==> config.mk <==
export PLATFORM = sky130hd
export DESIGN_NAME = rect_fill_writer
export DESIGN_NICKNAME = d
export VERILOG_FILES = /design/src/rtl/rect_fill_writer.sv
export SDC_FILE = /design/constraint.sdc
export NUM_CORES = 1
export LEC_CHECK = 0
export ABC_AREA = 1
export BUFFER_PORTS_ARGS = -buffer_cell sky130_fd_sc_hd__buf_2
export CAP_MARGIN = 20
export CORE_AREA = 2 2 326 328
export CTS_BUF_LIST = sky130_fd_sc_hd__clkbuf_4
export CTS_CLUSTER_DIAMETER = 200
export DETAILED_ROUTE_END_ITERATION = 16
export DIE_AREA = 0 0 328 330
export SYNTH_ARGS = -nofsm -noshare
export SYNTH_HDL_FRONTEND = slang
export SYNTH_SLANG_ARGS = --single-unit
export TNS_END_PERCENT = 100
==> constraint.sdc <==
create_clock -name wr_clk -period 7.36 [get_ports wr_clk]
set_clock_uncertainty 0.15 [all_clocks]
set_input_delay 1.472 -clock wr_clk [delete_from_list [all_inputs] [get_ports wr_clk]]
set_output_delay 1.472 -clock wr_clk [all_outputs]
set_load 0.02 [all_outputs]
==> src/rtl/rect_fill_writer.sv <==
// rect_fill_writer: walks the tiles covered by one fill rectangle and emits one masked tile write per cycle; defining RECT_FILL_PXL_COUNT_EN adds the pxl_count output
module rect_fill_writer #(
    parameter int RESOLUTION_X = 400,
    parameter int RESOLUTION_Y = 300,
    parameter int PXL_BITS     = 8,
    parameter int TILE_WIDTH   = 4,
    parameter int TILE_HEIGHT  = 4,
    localparam int PXLS_PER_DATA = 4,
    localparam int PXL_PER_TILE  = TILE_WIDTH * TILE_HEIGHT,
    localparam int TILES_X       = RESOLUTION_X / TILE_WIDTH,
    localparam int BYTES_PER_PXL = (PXL_BITS + 7) / 8,
    localparam int AW = $clog2(RESOLUTION_X * RESOLUTION_Y / PXL_PER_TILE * BYTES_PER_PXL),
    localparam int XW = $clog2(RESOLUTION_X) + 1,
    localparam int YW = $clog2(RESOLUTION_Y) + 1
) (
    input  logic                                                     wr_clk,
    input  logic                                                     wr_reset_n,
    input  logic                                                     cmd_valid,
    output logic                                                     cmd_ready,
    input  logic [XW-1:0]                                            cmd_x0,
    input  logic [XW-1:0]                                            cmd_x1,
    input  logic [YW-1:0]                                            cmd_y0,
    input  logic [YW-1:0]                                            cmd_y1,
    input  logic [PXL_BITS-1:0]                                      cmd_color,
    output logic                                                     busy,
    output logic                                                     done,
    output logic [PXL_PER_TILE-1:0][AW-1:0]                          wr_tile_index,
    output logic [PXL_PER_TILE-1:0][PXLS_PER_DATA-1:0][PXL_BITS-1:0] wr_pxl_data,
`ifdef RECT_FILL_PXL_COUNT_EN
    output logic [31:0]                                              pxl_count,
`endif
    output logic [PXL_PER_TILE-1:0][PXLS_PER_DATA-1:0]               wr_en
);
    localparam int TWL = $clog2(TILE_WIDTH);
    localparam int THL = $clog2(TILE_HEIGHT);
    localparam int LW  = $clog2(PXLS_PER_DATA);
    localparam logic [XW-1:0] X_MAX = XW'(RESOLUTION_X - 1);
    localparam logic [YW-1:0] Y_MAX = YW'(RESOLUTION_Y - 1);

    typedef enum logic [1:0] {IDLE, SETUP, FILL, DONE} state_t;

    state_t                                  state_q;
    logic [XW-1:0]                           x0_q, x1_q, tx_q, tx0_q, tx1_q, x1c, px;
    logic [YW-1:0]                           y0_q, y1_q, ty_q, ty1_q, y1c, py;
    logic [PXL_BITS-1:0]                     color_q, data_q;
    logic                                    cmd_ready_q, busy_q, done_q;
    logic [AW-1:0]                           idx_d, idx_q;
    logic [PXL_PER_TILE-1:0][PXLS_PER_DATA-1:0] en_d, en_q;
`ifdef RECT_FILL_PXL_COUNT_EN
    logic [31:0]                             count_q, cnt_d;
    assign pxl_count = count_q;
`endif

    assign cmd_ready     = cmd_ready_q;
    assign busy          = busy_q;
    assign done          = done_q;
    assign wr_en         = en_q;
    assign wr_tile_index = {PXL_PER_TILE{idx_q}};
    assign wr_pxl_data   = {PXL_PER_TILE * PXLS_PER_DATA{data_q}};

    // Clamped bounds, current tile address and per-bank coverage mask for the tile under the counters
    always_comb begin
        x1c   = x1_q > X_MAX ? X_MAX : x1_q;
        y1c   = y1_q > Y_MAX ? Y_MAX : y1_q;
        idx_d = AW'(ty_q) * AW'(TILES_X) + AW'(tx_q);
        en_d  = '0;
        px    = '0;
        py    = '0;
`ifdef RECT_FILL_PXL_COUNT_EN
        cnt_d = '0;
`endif
        for (int i = 0; i < PXL_PER_TILE; i++) begin
            px      = XW'(tx_q * TILE_WIDTH + i % TILE_WIDTH);
            py      = YW'(ty_q * TILE_HEIGHT + i / TILE_WIDTH);
            en_d[i] = (px >= x0_q && px <= x1_q && py >= y0_q && py <= y1_q) ? PXLS_PER_DATA'(1) << idx_d[LW-1:0] : '0;
`ifdef RECT_FILL_PXL_COUNT_EN
            cnt_d   = cnt_d + 32'(en_d[i] != '0);
`endif
        end
    end

    // Command FSM with registered handshake, status and write-port outputs
    always_ff @(posedge wr_clk or negedge wr_reset_n) begin
        if (!wr_reset_n) begin
            state_q     <= IDLE;
            x0_q        <= '0;
            x1_q        <= '0;
            y0_q        <= '0;
            y1_q        <= '0;
            tx_q        <= '0;
            tx0_q       <= '0;
            tx1_q       <= '0;
            ty_q        <= '0;
            ty1_q       <= '0;
            color_q     <= '0;
            data_q      <= '0;
            idx_q       <= '0;
            en_q        <= '0;
            cmd_ready_q <= 1'b1;
            busy_q      <= 1'b0;
            done_q      <= 1'b0;
`ifdef RECT_FILL_PXL_COUNT_EN
            count_q     <= '0;
`endif
        end else begin
            done_q      <= state_q == DONE;
            en_q        <= '0;
            cmd_ready_q <= 1'b0;
            busy_q      <= 1'b1;
            case (state_q)
                IDLE: begin
                    cmd_ready_q <= !(cmd_valid && cmd_ready_q);
                    busy_q      <= cmd_valid && cmd_ready_q;
                    if (cmd_valid && cmd_ready_q) begin
                        x0_q    <= cmd_x0;
                        x1_q    <= cmd_x1;
                        y0_q    <= cmd_y0;
                        y1_q    <= cmd_y1;
                        color_q <= cmd_color;
                        state_q <= SETUP;
`ifdef RECT_FILL_PXL_COUNT_EN
                        count_q <= '0;
`endif
                    end
                end
                SETUP: begin
                    x1_q    <= x1c;
                    y1_q    <= y1c;
                    tx_q    <= x0_q >> TWL;
                    tx0_q   <= x0_q >> TWL;
                    tx1_q   <= x1c >> TWL;
                    ty_q    <= y0_q >> THL;
                    ty1_q   <= y1c >> THL;
                    state_q <= (x0_q > x1c || y0_q > y1c) ? DONE : FILL;
                end
                FILL: begin
                    en_q    <= en_d;
                    idx_q   <= idx_d;
                    data_q  <= color_q;
                    tx_q    <= tx_q == tx1_q ? tx0_q : tx_q + 1'b1;
                    ty_q    <= tx_q == tx1_q ? ty_q + 1'b1 : ty_q;
                    state_q <= (tx_q == tx1_q && ty_q == ty1_q) ? DONE : FILL;
`ifdef RECT_FILL_PXL_COUNT_EN
                    count_q <= count_q + cnt_d;
`endif
                end
                DONE: state_q <= IDLE;
            endcase
        end
    end
endmodule
==> out/results.tsv, run 1 <==
stage	metric	value	unit
status	status	finished clean	
clocking	post_cts resized	0	
setup_path	critical path cell sequence	ha_1, ha_1, fa_1, ha_1, nand2_1, nand2_1, a31oi_1, xnor2_1, ha_1, a21oi_1, nand2_1, a21oi_1, nor2_1, nand2_1, nand2_1, nand3_1, nand2_1	
global_route	initial antenna violation count	24	
synth	synth warn	0	
setup_path	CP Launch Type	flip-flop	
place	placed cell count	3423	
timing	final setup fails	0	
die	Ports	838	
synth	largest family of logic cells by synthesized area	buffers and inverters	
worst_hold_path	Worst Hold Launch	color_q[6]$_DFFE_PN0P_	
synth	mux cell area share after synthesis	0	
synth	Avg Cell Area, Syn	7.998	µm²
place	Detailed Place HPWL	37040	µm
setup_path	WP buf/inv	0	
routing	Antenna Nets Post-Route	0	
clocking	clk root buf	clkbuf_4	
setup_path	slowest stage cell, crit path	dfrtp_1	
synth	number of synthesized register bits	182	
finish	commonest cells after routing, fill and taps aside	buf_2, nand2_1, dfrtp_1, inv_1, nor2_1	
setup_path	most frequent CP cell	nand2_1	
clocking	CTS tree	done	
clocking	clk_lat worst skew	0.68	ns
clocking	Setup Fix Bufs, Post-CTS	0	
clocking	CTS Buf Count	17	
routing	vias	11483	
die	core region area	0.1047	mm²
place	RePlAce Congestion	0.8387	
die	die span in x	328	µm
timing	fmax	0.2629	GHz
routing	Routed WL	46960	µm
synth	Compound-Gate Fraction of Synth Area	0.06512	
routing	routed length per instance	13.57	µm
die	Die Ht	330	µm
die	placement row count	119	
clocking	H-tree lvl count	4	
synth	XOR/XNOR Fraction of Synth Area	0.01542	
timing	Final Critical Period	3.804	ns
setup_path	crit path DAT	4.24	ns
global_route	Total GRT Usage	0.08088	
timing	Hold Violations, Final	0	
timing	relative slew slack	0.3242	
setup_path	kind of cell adding the most delay to the critical path	adder cells	
setup_path	crit-path max cell delay	0.52	ns
setup_path	Crit Path Max Fanout	8	
die	Starting Density	0.1465	
synth	Post-synth EDFFs	0	
synth	Mapped Area	0.01533	mm²
global_route	first-pass GRT wire length	64480	µm
synth	ys flop type	dfrtp_1	
timing	RSZ-0062 raised after global routing	false	
finish	fillcell total	11890	
setup_path	FF-to-FF Start	ty_q[2]$_DFFE_PN0P_	
routing	Residual DRC	0	
die	Die ar.	0.1082	mm²
timing	setup TNS	0	ns
place	IO Port Bufs	837	
global_route	largest net degree at the start of global routing	75	
finish	synthesis-to-layout area growth	6.414	%
synth	post-synthesis sequential area ratio	0.2971	
synth	simple-gate area share of the yosys netlist	0.1500	
setup_path	WP data required	7.80	ns
finish	most common cell after layout, fill and taps aside	buf_2	
routing	drt first pass iters	7	
synth	Mapped Cells	1917	
clocking	Reg clk slew, reported paths	0.19	ns
setup_path	crit path kind	reg2reg	
finish	Layout Nets	2204	
synth	Post-synth ARST share	1.000	
global_route	vias in the first global route	9601	
finish	Post-Layout Cell Count	3460	
routing	Via-to-Cell Ratio	3.319	
synth	synth unique cells	43	
setup_path	endpoint class of the critical path	flip-flop	
timing	max-slew violation count	0	
clocking	CTS max path bufs	2	
timing	crit share post-route	0.5168	
synth	Adder-Cell Fraction of Synth Area	0.08454	
timing	worst slew pin tran	1.014	ns
global_route	GR Overflow Total	0	
run	max-cap violations	0	
clocking	CTS Sinks	182	
clocking	Post-CTS Hold Fix Bufs	0	
finish	layout cell share with drive strength beyond 1	0.4434	
routing	DRT iter0 DRCs	560	
setup_path	Crit. Startpoint	ty_q[2]$_DFFE_PN0P_	
worst_hold_path	min-delay worst type	reg2reg	
## worst paths after layout
| path | end | slack [ns] | depth (start not counted) |
|---|---|---|---|
| max in group asynchronous | data_q[0]$_DFFE_PN0P_ | 4.94 | 2 |
| max reg2reg | idx_q[12]$_DFFE_PN0P_ | 3.56 | 17 |
| min in group asynchronous | y1_q[4]$_DFFE_PN0P_ | 0.63 | 1 |
| min reg2reg | data_q[6]$_DFFE_PN0P_ | 0.32 | 2 |
| min | data_q[6]$_DFFE_PN0P_ | 0.32 | 2 |
| max | idx_q[12]$_DFFE_PN0P_ | 3.56 | 17 |
## cells in the mapped netlist, types with 10 or more instances
library cell  instances  area share
dfrtp_1             181        0.30
nand2_1             326       0.080
a22oi_1              15      0.0073
buf_4               699        0.34
inv_1               137       0.034
nand3_1              67       0.022
ha_1                 94       0.077
o21ai_0              78       0.025
xnor2_1              14      0.0080
o21ai_2              10      0.0057
clkbuf_1             22      0.0054
xor2_1               13      0.0074
nor3_1               24      0.0078
a21oi_1              57       0.019
nor2_1              109       0.027
## metrics by stage
| step | hold WS (ns) | setup WS, ns | util | instance area, µm² |
|---|---|---|---|---|
| 4_1_cts | 0.3314 | 3.449 | 0.1554 | 16270 |
| 5_1_grt | 0.3723 | 3.290 | 0.1559 | 16310 |
| 3_3_place_gp | 0.3078 | 3.551 | 0.1524 | 15950 |
| 6_report | 0.3243 | 3.556 | 0.1559 | 16320 |
| 3_5_place_dp | 0.3153 | 3.449 | 0.1524 | 15950 |
| 2_1_floorplan | 0.2992 | 3.851 | - | 15340 |
## cell type report
| class | count | area, µm² | area share |
|---|---|---|---|
| Clock buffer | 17 | 127.6 | 0.007822 |
| Clock inverter | 15 | 186.4 | 0.01143 |
| Multi-Input combinational cell | 858 | 4841 | 0.2967 |
| Tap cell | 1391 | 1740 | 0.1067 |
| Inverter | 147 | 551.8 | 0.03382 |
| Antenna cell | 3 | 7.507 | 0.0004601 |
| Timing Repair Buffer | 847 | 4298 | 0.2634 |
| Sequential cell | 182 | 4563 | 0.2797 |
## flip-flops by register name (all words and copies together), names as in the netlist
register / cells
x0_q: 10
busy: 1
x1_q: 10
ty1_q: 8
done: 1
wr_en: 64
data_q: 8
color_q: 8
cmd_ready: 1
tx0_q: 8
ty_q: 10
y1_q: 10
state_q: 2
idx_q: 13
y0_q: 10
tx1_q: 8
tx_q: 10
## kinds of logic after synthesis
group | Yosys count
XOR/XNOR | 27
flip-flops | 182
AND/OR/NAND/NOR | 553
buffers and inverters | 878
AO/OA/AOI/OAI | 176
adder cells (fa/ha/maj) | 100
other | 1
## tightest hold or removal path, cell delays in order (launching register included)
cell and delay [ns]:
dfrtp_1 0.38, nand2_1 0.05, nand2_1 0.05
## metal layers
metal	vias to the layer above	GRT usage	part of all wire
li1	5597	-	-
met1	5282	0.1007	0.42
met2	483	0.1304	0.47
met3	87	0.03171	0.092
met4	34	0.01984	0.015
met5	-	0	0.0044
Power of run 1 is left out: the tool's default activity adds up to more than one toggle a clock period on the data nets, which glitch-free logic cannot reach.
==> run 2, diff against run 1 <==
- ABC_AREA: 1 -> 0
- CORE_AREA: 2 2 326 328 -> 2 2 327 329
- DIE_AREA: 0 0 328 330 -> 0 0 329 331
- clock period: 7.36 -> 3.6 ns (I/O delays scaled with it)
==> run 2 against run 1 <==
Against the previous run: sequential share of layout area down 0.92 points; global-route usage is 0.54 points lower; count of clock-buffer cells in the layout rose by 1; register-to-register slack worse by 3.4 ns; final cell count down 5.9%; worst hold slack got worse by 0.20 ns; setup slack got worse by 3.4 ns; wire length fell by 5.3%; non-clock buffer count is 73 higher; largest cell class unchanged; maximum frequency grew 9.1%; critical endpoint is now idx_q[10]$_DFFE_PN0P_; critical path depth fell by 6; via count fell by 6.5%.
==> out/results.tsv, run 2 <==
stage	metric	value	unit
setup_path	kind of cell adding the most delay to the critical path	adder cells	
timing	RSZ-0062 raised after global routing	false	
routing	Routed WL	44460	µm
setup_path	endpoint class of the critical path	flip-flop	
place	RePlAce Congestion	0.8110	
global_route	initial antenna violation count	7	
pwr	pwr dens	208.7	mW/mm²
routing	Antenna Nets Post-Route	0	
routing	routed length per instance	13.66	µm
pwr	Clk network pwr share	0.384	
die	placement row count	119	
finish	most common cell after layout, fill and taps aside	buf_2	
timing	crit share post-route	0.9684	
die	Die Ht	331	µm
die	Starting Density	0.1435	
global_route	Total GRT Usage	0.07547	
setup_path	Crit Path Max Fanout	4	
synth	synth unique cells	59	
run	max-cap violations	0	
finish	Layout Nets	1992	
die	Die ar.	0.1089	mm²
timing	setup ws final	0.1136	ns
place	Detailed Place HPWL	34990	µm
pwr	sw frac	0.2886	
finish	fillcell total	11767	
synth	post-synthesis sequential area ratio	0.3025	
die	die span in x	329	µm
global_route	GR Overflow Total	0	
pwr	internal power	2.503	mW
setup_path	crit path kind	reg2reg	
synth	Post-synth EDFFs	0	
clocking	clk_lat worst skew	0.77	ns
timing	Hold WS	0.1282	ns
finish	commonest cells after routing, fill and taps aside	buf_2, dfrtp_1, ha_1, inv_1, nor2_1	
setup_path	WP buf/inv	0	
pwr	Psw	1.016	mW
setup_path	critical path cell sequence	ha_1, ha_4, fa_1, ha_4, xnor2_2, ha_1, or2_2, a21oi_4, a21oi_1, xnor2_1, mux2_2	
clocking	Reg clk slew, reported paths	0.18	ns
place	IO Port Bufs	837	
clocking	H-tree lvl count	4	
pwr	logic gate share of total power	0.035	
synth	Mapped Area	0.01506	mm²
timing	Final Critical Period	3.486	ns
global_route	largest net degree at the start of global routing	77	
synth	ys flop type	dfrtp_1	
synth	synth top area cells	buf_4, dfrtp_1, ha_1	
setup_path	slowest stage cell, crit path	fa_1	
timing	Hold Violations, Final	0	
global_route	first-pass GRT wire length	60170	µm
worst_hold_path	min-delay worst type	in2reg	
timing	relative slew slack	0.3112	
finish	Largest register FFs	64	
status	status	finished clean	
pwr	Flop pwr share	0.582	
finish	Register Area	0.004562	mm²
global_route	vias in the first global route	8915	
timing	worst slew pin tran	1.030	ns
routing	DRT iter0 DRCs	395	
synth	number of synthesized register bits	182	
timing	fmax	0.2868	GHz
finish	synthesis-to-layout area growth	11.97	%
setup_path	crit path DAT	3.98	ns
timing	max-slew violation count	0	
setup_path	CP Launch Type	flip-flop	
clocking	CTS tree	done	
clocking	clk root buf	clkbuf_4	
clocking	CTS Sinks	182	
routing	vias	10735	
routing	Residual DRC	0	
timing	final setup fails	0	
synth	Yosys top cell by area	buf_4	
finish	final core occ	0.1607	
synth	Mapped Cells	1634	
setup_path	crit-path max cell delay	0.49	ns
synth	post-synth top area share	0.3489	
pwr	Peak supply drop	0.1719	mV
routing	drt first pass iters	5	
clocking	CTS Buf Count	17	
synth	Avg Cell Area, Syn	9.218	µm²
pwr	Pleak	9.700	nW
clocking	CTS max path bufs	2	
place	pre-CTS WS	-0.05130	ns
finish	layout cell share with drive strength beyond 1	0.5405	
routing	Via-to-Cell Ratio	3.298	
die	Ports	838	
synth	most frequent cell after synthesis	buf_4	
synth	Post-synth ARST share	1.000	
die	core region area	0.1050	mm²
synth	synth warn	0	
synth	leading cell types by count after synthesis	buf_4, dfrtp_1, ha_1, inv_1, nor2_1	
finish	multi-input logic area	0.004966	mm²
setup_path	WP data required	4.09	ns
## run 2: changes by cell type in the layout (fill, tap and decap cells not counted), sizes merged, moves of 20 or more
cell and delta:
nor2 -40, nor3 +20, nand3 -45, mux2 +57
inv -65, dlygate4sd3 +47, o21ai -49, buf +26
nand2 -285
## run 2: per-layer routing
layer / vias to the layer above / part of all wire / GRT usage
li1: 5139 / - / -
met1: 5090 / 0.44 / 0.09768
met2: 466 / 0.49 / 0.1245
met3: 36 / 0.059 / 0.01702
met4: 4 / 0.013 / 0.02303
met5: - / 0.00061 / 0
## run 2: through the flow
stage                      TNS, ns  power [mW]  std cells  cell area (µm²)
final                            0       3.519       3255            16860
after detailed placement  -0.08069       2.166       3161            15870
after global routing             0       3.698       3248            16850
after floorplan                  0       2.087       1635            15070
after global placement           0       2.166       3161            15870
after CTS                        0       3.629       3242            16690
## run 2: layout make-up
class,count,area share
clock inverters,14,0.01076
diodes,10,0.001484
well taps,1391,0.1032
flip-flops and latches,182,0.2705
clock buffers,18,0.008012
inverters,81,0.01803
repair buffers,920,0.2936
multi-input cells,639,0.2945
## run 2: final timing paths
path,to,slack (ns),startpoint,cells after the start
min,color_q[3]$_DFFE_PN0P_,0.13,cmd_color[3],2
max,idx_q[10]$_DFFE_PN0P_,0.11,ty_q[2]$_DFFE_PN0P_,11
max in group asynchronous,wr_en[4]$_DFF_PN0_,2.14,wr_reset_n,3
max reg2reg,idx_q[10]$_DFFE_PN0P_,0.11,ty_q[2]$_DFFE_PN0P_,11
min reg2reg,data_q[5]$_DFFE_PN0P_,0.37,color_q[5]$_DFFE_PN0P_,1
min in group asynchronous,y1_q[0]$_DFFE_PN0P_,0.24,wr_reset_n,2
## run 2: cells by family after synthesis
group | synth area share
other | 0.0002490
AOI/OAI and AO/OA | 0.08481
xor gates and xnor gates | 0.01803
and+or+nand+nor | 0.08282
buffers and inverters | 0.3790
DFF | 0.3025
adders and majority gates | 0.08606
muxes | 0.04660
## run 2: repair_timing
item                                   in CTS  in global routing
endpoints found under the hold margin      97                  0
pin swaps                                   0                  8
setup endpoints to repair                   3                  3
hold buffers                               47                  0
setup buffers                               2                  3
resized for setup                           2                 19
## run 2: worst reg2reg max path: stages, from the launching register on
cell	delay, ns
dfrtp_1	0.45
ha_1	0.35
ha_4	0.26
fa_1	0.49
ha_4	0.29
xnor2_2	0.13
ha_1	0.34
or2_2	0.32
a21oi_4	0.17
a21oi_1	0.07
xnor2_1	0.13
mux2_2	0.25
## run 2: power groups by stage
stage	Clock [mW]	Combinational [mW]	Sequential (mW)
floorplan	0	0.00285	2.08
global placement	0	0.0830	2.08
detailed placement	0	0.0833	2.08
CTS	1.45	0.129	2.05
global route	1.51	0.139	2.05
finish	1.35	0.122	2.05
(Power assumes the default switching activity.)
==> run 3, diff against run 2 <==
- RECOVER_POWER: not set -> 25
==> run 3 against run 2 <==
Against the previous run: global-route usage did not move; die area did not move; final area fell by 0.59%; worst hold slack got worse by 0.0054 ns; power fell by 0.22%; maximum frequency rose by 0.17%; sequential cell count did not move; the run now ends with max-capacitance violations, max-slew violations left.
==> out/results.tsv, run 3 (synthesized netlist as in run 2, its figures left out) <==
stage	metric	value	unit
routing	drt first pass iters	5	
setup_path	kind of cell adding the most delay to the critical path	adder cells	
timing	relative slew slack	-0.4383	
routing	routed length per instance	13.65	µm
worst_hold_path	Hold Path Depth	2	
finish	design area	0.01677	mm²
setup_path	crit path kind	reg2reg	
worst_hold_path	min-delay worst type	in2reg	
place	RePlAce Congestion	0.8110	
routing	vias	10708	
routing	Routed WL	44440	µm
pwr	pwr dens	209.4	mW/mm²
routing	DRT iter0 DRCs	395	
place	Detailed Place HPWL	34990	µm
die	core region area	0.1050	mm²
clocking	CTS Sinks	182	
clocking	CTS Buf Count	17	
global_route	largest net degree at the start of global routing	77	
finish	multi-input logic area	0.004966	mm²
finish	Register Area	0.004562	mm²
setup_path	Crit Path Max Fanout	4	
timing	final setup fails	0	
timing	crit share post-route	0.9668	
die	Ports	838	
setup_path	slowest stage cell, crit path	fa_1	
timing	RSZ-0062 raised after global routing	false	
clocking	clk root buf	clkbuf_4	
setup_path	FF-to-FF Start	ty_q[2]$_DFFE_PN0P_	
setup_path	critical path cell sequence	ha_1, ha_4, fa_1, ha_4, xnor2_2, ha_1, or2_2, a21oi_4, a21oi_1, xnor2_1, mux2_2	
pwr	Pleak	9.451	nW
finish	fillcell total	11808	
status	status	finished with violations	
die	Die Ht	331	µm
timing	Final Critical Period	3.480	ns
timing	max-slew violation count	67	
setup_path	WP data required	4.10	ns
setup_path	R2R cell count	11	
place	pre-CTS WS	-0.05130	ns
setup_path	CP Launch Type	flip-flop	
timing	setup ws final	0.1197	ns
status	failing checks	max-capacitance violations, max-slew violations	
die	placement row count	119	
finish	final core occ	0.1597	
clocking	CTS tree	done	
clocking	clk_lat worst skew	0.77	ns
clocking	Reg clk slew, reported paths	0.18	ns
finish	Largest register FFs	64	
timing	Hold Violations, Final	0	
die	Starting Density	0.1435	
worst_hold_path	Worst Hold Launch	cmd_color[3]	
finish	synthesis-to-layout area growth	11.31	%
global_route	first-pass GRT wire length	60170	µm
clocking	H-tree lvl count	4	
pwr	Peak supply drop	0.1741	mV
finish	most common cell after layout, fill and taps aside	buf_2	
finish	Layout Nets	1992	
finish	commonest cells after routing, fill and taps aside	buf_2, dfrtp_1, ha_1, inv_1, nor2_1	
place	dpl cell area	0.01587	mm²
die	die span in x	329	µm
timing	worst slew pin tran	2.157	ns
setup_path	critical path depth	11	
place	IO Port Bufs	837	
clocking	CTS max path bufs	2	
timing	fmax	0.2873	GHz
setup_path	crit path DAT	3.98	ns
routing	Via-to-Cell Ratio	3.288	
setup_path	crit-path max cell delay	0.49	ns
die	Die ar.	0.1089	mm²
setup_path	Crit. Startpoint	ty_q[2]$_DFFE_PN0P_	
finish	layout cell share with drive strength beyond 1	0.5032	
global_route	initial antenna violation count	7	
global_route	Total GRT Usage	0.07547	
setup_path	WP buf/inv	0	
global_route	GR Overflow Total	0	
routing	Antenna Nets Post-Route	0	
setup_path	endpoint class of the critical path	flip-flop	
routing	Residual DRC	0	
global_route	vias in the first global route	8915	
run	max-cap violations	2	
run 3: cell types whose count changed in the layout (fill, tap and decap cells not counted), sizes merged:
| cell | delta |
|---|---|
| buf | -68 |
| clkbuf | +68 |
| diode | +2 |
run 3: where the power goes:
group | internal (mW) | leakage [nW] | total (mW) | switching [mW]
combinational | 0.0573 | 6.95 | 0.120 | 0.0628
clock | 0.399 | 0.163 | 1.34 | 0.946
sequential | 2.05 | 2.34 | 2.05 | 0
run 3: worst paths after layout:
kind | slack [ns] | end
max | 0.12 | idx_q[10]$_DFFE_PN0P_
min | 0.12 | color_q[3]$_DFFE_PN0P_
max reg2reg | 0.12 | idx_q[10]$_DFFE_PN0P_
min reg2reg | 0.37 | data_q[5]$_DFFE_PN0P_
max in group asynchronous | 0.63 | wr_en[4]$_DFF_PN0_
min in group asynchronous | 0.94 | y1_q[0]$_DFFE_PN0P_
run 3: layout make-up:
cell class              instances  share of cell area
well taps                    1391              0.1038
repair buffers                920              0.2891
flip-flops and latches        182              0.2721
clock inverters                14             0.01082
inverters                      81             0.01813
diodes                         12            0.001791
multi-input cells             639              0.2962
clock buffers                  18            0.008060
run 3: layer usage:
metal | global-route usage | share of wire | vias to the layer above
met1 | 0.09768 | 0.44 | 5061
li1 | - | - | 5138
met2 | 0.1245 | 0.49 | 472
met3 | 0.01702 | 0.060 | 33
met5 | 0 | 0.00061 | -
met4 | 0.02303 | 0.014 | 4
run 3: metrics by stage:
| step | hold WS (ns) | power [mW] | TNS [ns] | cells |
|---|---|---|---|---|
| after floorplan | 0.2744 | 2.087 | 0 | 1635 |
| after detailed placement | 0.3383 | 2.166 | -0.08069 | 3161 |
| final | 0.1228 | 3.511 | 0 | 3257 |
| after global routing | 0.07988 | 3.697 | 0 | 3248 |
| after CTS | 0.0003570 | 3.629 | 0 | 3242 |
| after global placement | 0.3298 | 2.166 | 0 | 3161 |
run 3: what timing repair did:
| item | 4_1_cts | 5_1_grt |
|---|---|---|
| setup buffers | 2 | 3 |
| endpoints found under the setup margin | 3 | 3 |
| endpoints found under the hold margin | 97 | 0 |
| gates cloned | 0 | 0 |
| resized for setup | 2 | 19 |
| hold buffers | 47 | 0 |
| pin swaps | 0 | 8 |
